`config.mk`:
```
export PLATFORM = sky130hd
export DESIGN_NAME = obi_host_port
export DESIGN_NICKNAME = d
export VERILOG_FILES = /design/src/rtl/obi_host_port.sv
export SDC_FILE = /design/constraint.sdc
export NUM_CORES = 1
export LEC_CHECK = 0
export CAP_MARGIN = 0
export CORE_UTILIZATION = 51
export DETAILED_ROUTE_END_ITERATION = 6
export PLACE_DENSITY = 0.92
export SLEW_MARGIN = 20
export SYNTH_ARGS = -nofsm -noshare
export SYNTH_HDL_FRONTEND = slang
export SYNTH_SLANG_ARGS = --single-unit
```
`constraint.sdc`:
```
create_clock -name clk -period 4.05 [get_ports clk]
set_input_delay 0.405 -clock clk [delete_from_list [all_inputs] [get_ports clk]]
set_output_delay 0.405 -clock clk [all_outputs]
set_load 0.05 [all_outputs]
```
`src/rtl/obi_host_port.sv`:
```
`default_nettype none
// ============================================================================
// Module      : obi_host_port
// Description : OBI manager-side port. Takes read/write commands from an
//               internal client, drives the OBI A channel (req/gnt), collects
//               R-channel responses into an in-order FIFO and returns them to
//               the client over a valid/ready interface. Tracks in-flight
//               transactions and flags protocol violations and timeouts.
// Ports       : clk, rst_n                         clock, async active-low reset
//               cmd_valid/ready/we/addr/be/wdata    client command channel
//               obi_req/gnt/addr/we/be/wdata        OBI A channel
//               obi_rvalid/rready/rdata/err         OBI R channel
//               rsp_valid/ready/rdata/err/we        client response channel
//               outstanding                         granted, unanswered count
//               proto_err, timeout_err              sticky error flags
// Revision    : 1.0 - initial release
// ============================================================================
module obi_host_port #(
    parameter int ADDR_WIDTH      = 32,
    parameter int DATA_WIDTH      = 64,
    parameter int MAX_OUTSTANDING = 4,
    parameter int TIMEOUT_CYCLES  = 1024
) (
    input  logic                               clk,
    input  logic                               rst_n,
    input  logic                               cmd_valid,
    output logic                               cmd_ready,
    input  logic                               cmd_we,
    input  logic [ADDR_WIDTH-1:0]              cmd_addr,
    input  logic [DATA_WIDTH/8-1:0]            cmd_be,
    input  logic [DATA_WIDTH-1:0]              cmd_wdata,
    output logic                               obi_req,
    input  logic                               obi_gnt,
    output logic [ADDR_WIDTH-1:0]              obi_addr,
    output logic                               obi_we,
    output logic [DATA_WIDTH/8-1:0]            obi_be,
    output logic [DATA_WIDTH-1:0]              obi_wdata,
    input  logic                               obi_rvalid,
    output logic                               obi_rready,
    input  logic [DATA_WIDTH-1:0]              obi_rdata,
    input  logic                               obi_err,
    output logic                               rsp_valid,
    input  logic                               rsp_ready,
    output logic [DATA_WIDTH-1:0]              rsp_rdata,
    output logic                               rsp_err,
    output logic                               rsp_we,
    output logic [$clog2(MAX_OUTSTANDING):0]   outstanding,
    output logic                               proto_err,
    output logic                               timeout_err
);

    localparam int C_PW = $clog2(MAX_OUTSTANDING);
    localparam int C_CW = C_PW + 1;
    localparam int C_TW = $clog2(TIMEOUT_CYCLES + 1);
    localparam int C_BW = DATA_WIDTH / 8;
    localparam logic [C_CW:0]   C_MAX_OCC = (C_CW + 1)'(MAX_OUTSTANDING);
    localparam logic [C_TW-1:0] C_TIMEOUT = C_TW'(TIMEOUT_CYCLES);

    // Control state
    logic                   r_active;
    logic                   r_a_pending;
    logic [ADDR_WIDTH-1:0]  r_a_addr;
    logic                   r_a_we;
    logic [C_BW-1:0]        r_a_be;
    logic [DATA_WIDTH-1:0]  r_a_wdata;
    logic [C_CW-1:0]        r_outstanding;
    logic [C_PW-1:0]        r_tag_wptr;
    logic [C_PW-1:0]        r_tag_rptr;
    logic [C_PW-1:0]        r_fifo_wptr;
    logic [C_PW-1:0]        r_fifo_rptr;
    logic [C_CW-1:0]        r_fifo_count;
    logic                   r_proto_err;
    logic                   r_timeout_err;
    logic [C_TW-1:0]        r_timer;

    // Storage (no reset needed: validity is tracked by pointers/counts)
    logic                   r_tag_we   [MAX_OUTSTANDING];
    logic [DATA_WIDTH-1:0]  r_fifo_data[MAX_OUTSTANDING];
    logic                   r_fifo_err [MAX_OUTSTANDING];
    logic                   r_fifo_we  [MAX_OUTSTANDING];

    logic                   w_cmd_fire;
    logic                   w_gnt_fire;
    logic                   w_rsp_in;
    logic                   w_rsp_out;
    logic [C_CW:0]          w_occ;
    logic                   w_tag_head;

    // Every slot that could still produce a response is counted, so once the
    // client is admitted the FIFO is guaranteed room and rready can stay high.
    assign w_occ      = (C_CW + 1)'(r_a_pending) + (C_CW + 1)'(r_outstanding)
                      + (C_CW + 1)'(r_fifo_count);
    assign cmd_ready  = r_active && !r_a_pending && (w_occ < C_MAX_OCC);
    assign w_cmd_fire = cmd_valid && cmd_ready;
    assign w_gnt_fire = r_a_pending && obi_gnt;
    assign w_rsp_in   = obi_rvalid && (r_outstanding != '0);
    assign w_rsp_out  = rsp_valid && rsp_ready;
    assign w_tag_head = r_tag_we[r_tag_rptr];

    assign obi_req     = r_a_pending;
    assign obi_addr    = r_a_addr;
    assign obi_we      = r_a_we;
    assign obi_be      = r_a_be;
    assign obi_wdata   = r_a_wdata;
    assign obi_rready  = r_active;
    assign outstanding = r_outstanding;
    assign proto_err   = r_proto_err;
    assign timeout_err = r_timeout_err;

    // Response outputs are forced to zero when empty so the uninitialised
    // storage never leaks onto the client bus (notably right after reset).
    assign rsp_valid = (r_fifo_count != '0);
    assign rsp_rdata = rsp_valid ? r_fifo_data[r_fifo_rptr] : '0;
    assign rsp_err   = rsp_valid && r_fifo_err[r_fifo_rptr];
    assign rsp_we    = rsp_valid && r_fifo_we[r_fifo_rptr];

    always_ff @(posedge clk or negedge rst_n) begin
        if (!rst_n) begin
            r_active      <= 1'b0;
            r_a_pending   <= 1'b0;
            r_a_addr      <= '0;
            r_a_we        <= 1'b0;
            r_a_be        <= '0;
            r_a_wdata     <= '0;
            r_outstanding <= '0;
            r_tag_wptr    <= '0;
            r_tag_rptr    <= '0;
            r_fifo_wptr   <= '0;
            r_fifo_rptr   <= '0;
            r_fifo_count  <= '0;
            r_proto_err   <= 1'b0;
            r_timeout_err <= 1'b0;
            r_timer       <= '0;
        end else begin
            r_active <= 1'b1;

            // A channel: fields are only loaded while no request is pending,
            // so they are stable for the whole req/gnt handshake.
            if (w_cmd_fire) begin
                r_a_pending <= 1'b1;
                r_a_addr    <= cmd_addr;
                r_a_we      <= cmd_we;
                r_a_be      <= cmd_be;
                r_a_wdata   <= cmd_wdata;
            end else if (w_gnt_fire) begin
                r_a_pending <= 1'b0;
            end

            if (w_gnt_fire) begin
                r_tag_wptr <= r_tag_wptr + 1'b1;
            end
            if (w_rsp_in) begin
                r_tag_rptr <= r_tag_rptr + 1'b1;
            end

            case ({w_gnt_fire, w_rsp_in})
                2'b10:   r_outstanding <= r_outstanding + 1'b1;
                2'b01:   r_outstanding <= r_outstanding - 1'b1;
                default: r_outstanding <= r_outstanding;
            endcase

            if (w_rsp_in) begin
                r_fifo_wptr <= r_fifo_wptr + 1'b1;
            end
            if (w_rsp_out) begin
                r_fifo_rptr <= r_fifo_rptr + 1'b1;
            end
            case ({w_rsp_in, w_rsp_out})
                2'b10:   r_fifo_count <= r_fifo_count + 1'b1;
                2'b01:   r_fifo_count <= r_fifo_count - 1'b1;
                default: r_fifo_count <= r_fifo_count;
            endcase

            if (obi_rvalid && (r_outstanding == '0)) begin
                r_proto_err <= 1'b1;
            end

            // Timer measures silence on the R channel while work is in flight.
            if ((r_outstanding == '0) || obi_rvalid) begin
                r_timer <= '0;
            end else if (r_timer != C_TIMEOUT) begin
                r_timer <= r_timer + 1'b1;
                if (r_timer + 1'b1 == C_TIMEOUT) begin
                    r_timeout_err <= 1'b1;
                end
            end
        end
    end

    always_ff @(posedge clk) begin
        if (w_gnt_fire) begin
            r_tag_we[r_tag_wptr] <= r_a_we;
        end
        if (w_rsp_in) begin
            r_fifo_data[r_fifo_wptr] <= w_tag_head ? '0 : obi_rdata;
            r_fifo_err[r_fifo_wptr]  <= obi_err;
            r_fifo_we[r_fifo_wptr]   <= w_tag_head;
        end
    end

endmodule
`default_nettype wire

```
==> results of run 1 <==
## per-stage QoR
step / utilization [%] / setup slack, ps / std cells / area, um2
2_1_floorplan: - / 745.0 / 883 / 16160
3_3_place_gp: 65.18 / 953.0 / 1601 / 20150
3_5_place_dp: 65.24 / 862.9 / 1602 / 20170
4_1_cts: 69.75 / 299.1 / 1678 / 21560
5_1_grt: 69.89 / 209.3 / 1682 / 21600
6_report: 69.91 / 397.5 / 1684 / 21610
## synthesized netlist by cell type, drive strengths merged (9+ instances only)
master | number | area (um2)
nor2 | 17 | 63.81
clkbuf | 14 | 52.55
xnor2 | 13 | 113.9
nor2b | 41 | 256.5
and2 | 71 | 444.2
ha | 16 | 200.2
edfxtp | 268 | 8048
and2b | 25 | 187.7
nand2 | 13 | 51.30
mux2 | 106 | 1194
mux4 | 67 | 1513
xor2 | 11 | 96.34
dfrtp | 134 | 3353
and3 | 9 | 67.57
inv | 14 | 52.55
buf | 31 | 209.0
## kinds of logic after synthesis
group           after synthesis
xor+xnor                     24
simple gates                191
other cells                   1
compound gates               14
buf+inv                      59
fa+ha+maj                    18
mux                         174
flops                       402
## cell type report
| type | instances | area [um2] | share of cell area (%) |
|---|---|---|---|
| antenna | 4 | 10.01 | 0.04632 |
| clock buffer | 54 | 1137 | 5.263 |
| clock inverter | 22 | 256.5 | 1.187 |
| inverter | 14 | 52.55 | 0.2432 |
| multi-input combinational | 422 | 4458 | 20.63 |
| sequential | 402 | 11410 | 52.80 |
| tap | 396 | 495.5 | 2.293 |
| timing repair buffer | 370 | 3790 | 17.54 |
## sequential cells by signal (all words and copies together) (netlist names)
signal	cells
r_tag_rptr	2
obi_be	8
r_fifo_count	3
obi_wdata	64
r_tag_we	4
obi_rready	1
r_fifo_rptr	2
obi_req	1
r_fifo_err	4
r_timer	11
obi_addr	32
outstanding	3
r_fifo_data	256
obi_we	1
r_fifo_we	4
timeout_err	1
r_fifo_wptr	2
r_tag_wptr	2
proto_err	1
## power by group through the flow
stage / clock [mW] / sequential [mW] / combinational, mW
finish: 3.87 / 6.66 / 10.2
detailed placement: 0 / 6.72 / 10.2
floorplan: 0 / 8.37 / 5.02
CTS: 3.94 / 6.67 / 10.3
global route: 4.10 / 6.80 / 10.6
global placement: 0 / 6.62 / 10.0
## worst paths after layout
check / from / end / slack, ps / cells past startpoint
worst max-delay path: r_fifo_rptr[0] / rsp_rdata[0] / 400 / 4
worst min-delay path: rst_n / obi_wdata[26] / 340 / 2
worst max register to register: outstanding[1] / obi_addr[12] / 1360 / 6
worst min register to register: proto_err / proto_err / 460 / 1
max in group asynchronous: rst_n / r_fifo_rptr[0] / 2610 / 4
min in group clk: proto_err / proto_err / 460 / 1
## per-layer routing
metal  share of wire, %  vias up  routed length, um
li1                   -     4044                  -
met1                 36     4657              13900
met2                 53      387              20140
met3                7.5       66               2867
met4                3.1        2               1195
met5              0.045        -                 17
## critical path, delay by kind of cell, from the launching register on
family                 cells  cell delay (ps)
and+or+nand+nor            1              180
DFF                        1              840
muxes                      1              560
buffers and inverters      2             1140
==> flow_metrics.py, run 1 <==
metrics = {
    "outcome": {
        "status": "finished clean",
    },
    "synth": {
        "synth_cells": 883,
        "synth-compound-area-share_pct": 0.6194,
        "synth-edff-count": 268,
        "synthFlopType": "edfxtp_1",
        "yosys.area_share.simple_pct": 7.270,
        "synthMuxAreaShare_pct": 16.81,
        "yosysWarnings": 0,
        "yosys.cell_types.count": 45,
        "synth_area_um2": 16160,
        "ys_ff_latch": 402,
        "synthArstFlopShare_pct": 33.33,
        "syn_avg_cell_area_um2": 18.30,
        "synth_top_family_by_area": "multiplexers",
        "synthAdderAreaFrac_pct": 1.487,
        "synth_xor_area_share_pct": 1.301,
        "ys_seq_area_share_pct": 70.55,
        "synth_nets": 1077,
    },
    "grt": {
        "gr-max-usage-layer": "met2",
        "grtUsageTotal_pct": 23.63,
        "grt_max_degree": 109,
        "grt_overflow": 0,
        "grt_antenna_before_repair": 6,
        "grt_pass1_wl_um": 57770,
        "grtUsageMet3_pct": 6.548,
        "grt_use_met1_pct": 27.86,
        "grt_pass1_vias": 9944,
        "use_met2_pct": 41.54,
    },
    "pwr": {
        "pwr-share-seq_pct": 32.1,
        "p_per_area_nw_per_um2": 959.2,
        "p_sw_share_pct": 41.50,
        "ir_worst_vdd_uv": 716.9,
        "clockPowerShare_pct": 18.7,
        "switchingPower_mw": 8.601,
        "p_total_mw": 20.73,
        "intPower_mw": 12.13,
        "leakage_nw": 8.030,
        "pwr-share-comb_pct": 49.2,
    },
    "critical_path": {
        "path_cells": "buf_4, mux4_2, and2_1, clkdlybuf4s50_1",
        "cp_data_arrival_time_ps": 3250,
        "slowest_stage": "dfrtp_4",
        "path_max_fanout": 31,
        "worstSetupEndpointType": "output port",
        "worstSetupPathType": "register to output port",
        "cp-start-kind": "register",
        "worstPathRequired_ps": 3640,
        "slowest_delay_ps": 840,
    },
    "clock_tree": {
        "postCtsSetupBuffers": 0,
        "cts_root_buf": "clkbuf_16",
        "clock_latency_ps": 520,
        "clkSlewWorstSetupHoldPaths_ps": 60,
        "cts_tree": "done",
        "h-tree-depth": 2,
        "cts_sinks": 402,
        "holdBufCountCts": 0,
        "cts_resized": 0,
        "clockBufferDepth": 3,
        "numCtsBuffers": 41,
    },
    "floorplan": {
        "io_pins": 356,
        "die_width_um": 180.0,
        "die_y_um": 180.0,
        "initial_core_util_pct": 52.28,
        "die_area_um2": 32400,
        "rows": 64,
        "fp.coreArea_um2": 30910,
    },
    "detailed_routing": {
        "drt_pass1_iterations": 4,
        "wire_per_inst_um": 22.64,
        "ant_nets": 0,
        "drtIter0Drc": 568,
        "vias": 9156,
        "route.detailed.drc": 0,
        "viasPerCell": 5.437,
        "routed_wl_um": 38120,
    },
    "sta": {
        "tightest_slew_ps": 896.1,
        "finalSetupTns_ps": 0,
        "hold_slack_ps": 339.2,
        "fmax_mhz": 273.8,
        "period_minus_slack_ps": 3652,
        "fin_crit_sh_pct": 90.19,
        "finalSetupViolCount": 0,
        "maxSlewHeadroom_pct": 40.26,
        "rsz0062_at_grt": "false",
        "hold_viol": 0,
        "slew_violations": 0,
        "skew_ps": 15.69,
    },
    "placement": {
        "place_congestion": 0.8232,
        "hpwl_um": 25300,
        "place.port_buffers": 355,
    },
    "job": {
        "maxCapViolations": 0,
    },
    "finish": {
        "drive_above_1_share_pct": 20.02,
        "final_common_cell": "clkdlybuf4s50_1",
        "nets": 1445,
        "fillCellCount": 1898,
        "areaGrowthSynthToFinish_pct": 33.71,
        "layout_common_cells": "354 x clkdlybuf4s50_1, 268 x edfxtp_1, 132 x dfrtp_1, 100 x mux2_2",
    },
    "min_path": {
        "hold_class": "input pin to async pin",
    },
}
No activity file was read; power rests on OpenSTA's default activity.
==> run 2: changes to the inputs <==
==> constraint.sdc (replaced) <==
create_clock -name clk -period 3.75 [get_ports clk]
set_input_delay 0.375 -clock clk [delete_from_list [all_inputs] [get_ports clk]]
set_output_delay 0.375 -clock clk [all_outputs]
set_load 0.05 [all_outputs]
==> flow_metrics.py, run 2 (synthesis results as in run 1) <==
metrics = {
    "min_path": {
        "hold_class": "input pin to async pin",
    },
    "sta": {
        "hold_viol": 0,
        "finalSetupTns_ps": 0,
        "skew_ps": 21.17,
        "period_minus_slack_ps": 3475,
        "fin_crit_sh_pct": 92.68,
        "tightest_slew_ps": 844.6,
        "fmax_mhz": 287.7,
        "slew_violations": 0,
        "fin_ws_ps": 274.6,
        "finalSetupViolCount": 0,
        "rsz0062_at_grt": "false",
        "maxSlewHeadroom_pct": 43.70,
    },
    "detailed_routing": {
        "vias": 9119,
        "routed_wl_um": 37820,
        "route.detailed.drc": 0,
        "drtIter0Drc": 620,
        "viasPerCell": 5.412,
        "drt_pass1_iterations": 5,
        "ant_nets": 0,
        "wire_per_inst_um": 22.45,
    },
    "clock_tree": {
        "cts_tree": "done",
        "postCtsSetupBuffers": 0,
        "cts_sinks": 402,
        "h-tree-depth": 2,
        "numCtsBuffers": 41,
        "cts_root_buf": "clkbuf_16",
        "cts_resized": 0,
        "clockBufferDepth": 3,
        "clock_latency_ps": 530,
        "clkSlewWorstSetupHoldPaths_ps": 60,
    },
    "floorplan": {
        "fp.coreArea_um2": 30910,
        "rows": 64,
        "io_pins": 356,
        "initial_core_util_pct": 52.28,
        "die_width_um": 180.0,
        "die_area_um2": 32400,
        "die_y_um": 180.0,
    },
    "grt": {
        "use_met2_pct": 44.05,
        "grt_pass1_vias": 10090,
        "grtUsageTotal_pct": 23.79,
        "grt_max_degree": 76,
        "grt_antenna_before_repair": 5,
        "grt_overflow": 0,
        "grtUsageMet3_pct": 5.861,
        "grt_pass1_wl_um": 58570,
        "grt_use_met1_pct": 26.98,
        "gr-max-usage-layer": "met2",
    },
    "finish": {
        "final_common_cell": "clkdlybuf4s50_1",
        "regMostFlops": "r_fifo_data",
        "layout_common_cells": "354 x clkdlybuf4s50_1, 268 x edfxtp_1, 132 x dfrtp_1, 100 x mux2_2",
        "largest_reg_flops": 256,
        "areaGrowthSynthToFinish_pct": 32.90,
        "nets": 1448,
        "drive_above_1_share_pct": 19.98,
    },
    "critical_path": {
        "worstSetupEndpointType": "output port",
        "worstSetupPathType": "register to output port",
        "rrSetupSlack_ps": 1160,
        "slowest_stage": "dfrtp_4",
        "cp_data_arrival_time_ps": 3100,
        "worstPathRequired_ps": 3380,
        "path_cells": "buf_12, mux4_2, and2_1, clkdlybuf4s50_1",
        "cp-start-kind": "register",
        "path_max_fanout": 29,
        "slowest_delay_ps": 830,
    },
    "placement": {
        "hpwl_um": 25550,
        "place.port_buffers": 355,
        "place_ws_ps": 764.6,
        "place_congestion": 0.8174,
    },
    "pwr": {
        "ir_worst_vdd_uv": 703.5,
        "leakage_nw": 7.972,
        "p_per_area_nw_per_um2": 1024,
    },
    "job": {
        "maxCapViolations": 0,
    },
    "outcome": {
        "status": "finished clean",
    },
}
-- run 2: power breakdown --
group	leakage, nW	total, mW	internal, mW	switching, mW
Sequential	4.12	7.21	6.41	0.801
Clock	0.616	3.82	2.18	1.64
Combinational	3.24	11.0	4.15	6.82
Total	7.97	22.0	12.7	9.27
-- run 2: layout make-up --
cell class	instances	area, um2
Multi-Input combinational cell	422	4458
Clock buffer	49	1066
Antenna cell	3	7.507
Fill cell	1933	9433
Inverter	14	52.55
Clock inverter	26	196.4
Sequential cell	402	11410
Tap cell	396	495.5
Timing Repair Buffer	373	3792
-- run 2: repair_timing --
action,in CTS,in global routing
setup endpoints to repair,0,0
hold endpoints to repair,73,0
hold buffers,1,0
-- run 2: per-stage QoR --
step                      std cells  power [mW]  hold WS [ps]  util [%]  instance area (um2)
after global routing           1683       22.85         421.2     69.47                21470
after CTS                      1682       22.21         414.9     69.46                21470
after detailed placement       1606       18.31         420.8     65.34                20200
after floorplan                 883       14.46         79.41         -                16160
final                          1685       22.00         427.1     69.48                21480
after global placement         1606       17.98         412.3     65.34                20200
-- run 2: final timing paths --
| kind | startpoint | endpoint | depth (start not counted) |
|---|---|---|---|
| min in group clk | cmd_addr[17] | obi_addr[17] | 2 |
| min reg2reg | proto_err | proto_err | 1 |
| max | r_fifo_rptr[0] | rsp_rdata[63] | 4 |
| max in group asynchronous | rst_n | r_fifo_rptr[0] | 3 |
| max reg2reg | r_fifo_count[1] | r_fifo_count[1] | 6 |
| min | rst_n | obi_wdata[26] | 2 |
-- run 2: per-layer routing --
metal	share of wire [%]	vias to the layer above	wire, um
li1	-	4043	-
met1	36	4628	13670
met2	54	367	20490
met3	6.4	79	2436
met4	3.2	2	1207
met5	0.032	-	12
-- run 2: worst max-delay path: cells and delay by family (launching register included) --
family | cells | cell delay, ps
buf+inv | 2 | 1000
flops | 1 | 830
mux | 1 | 520
simple gates | 1 | 200
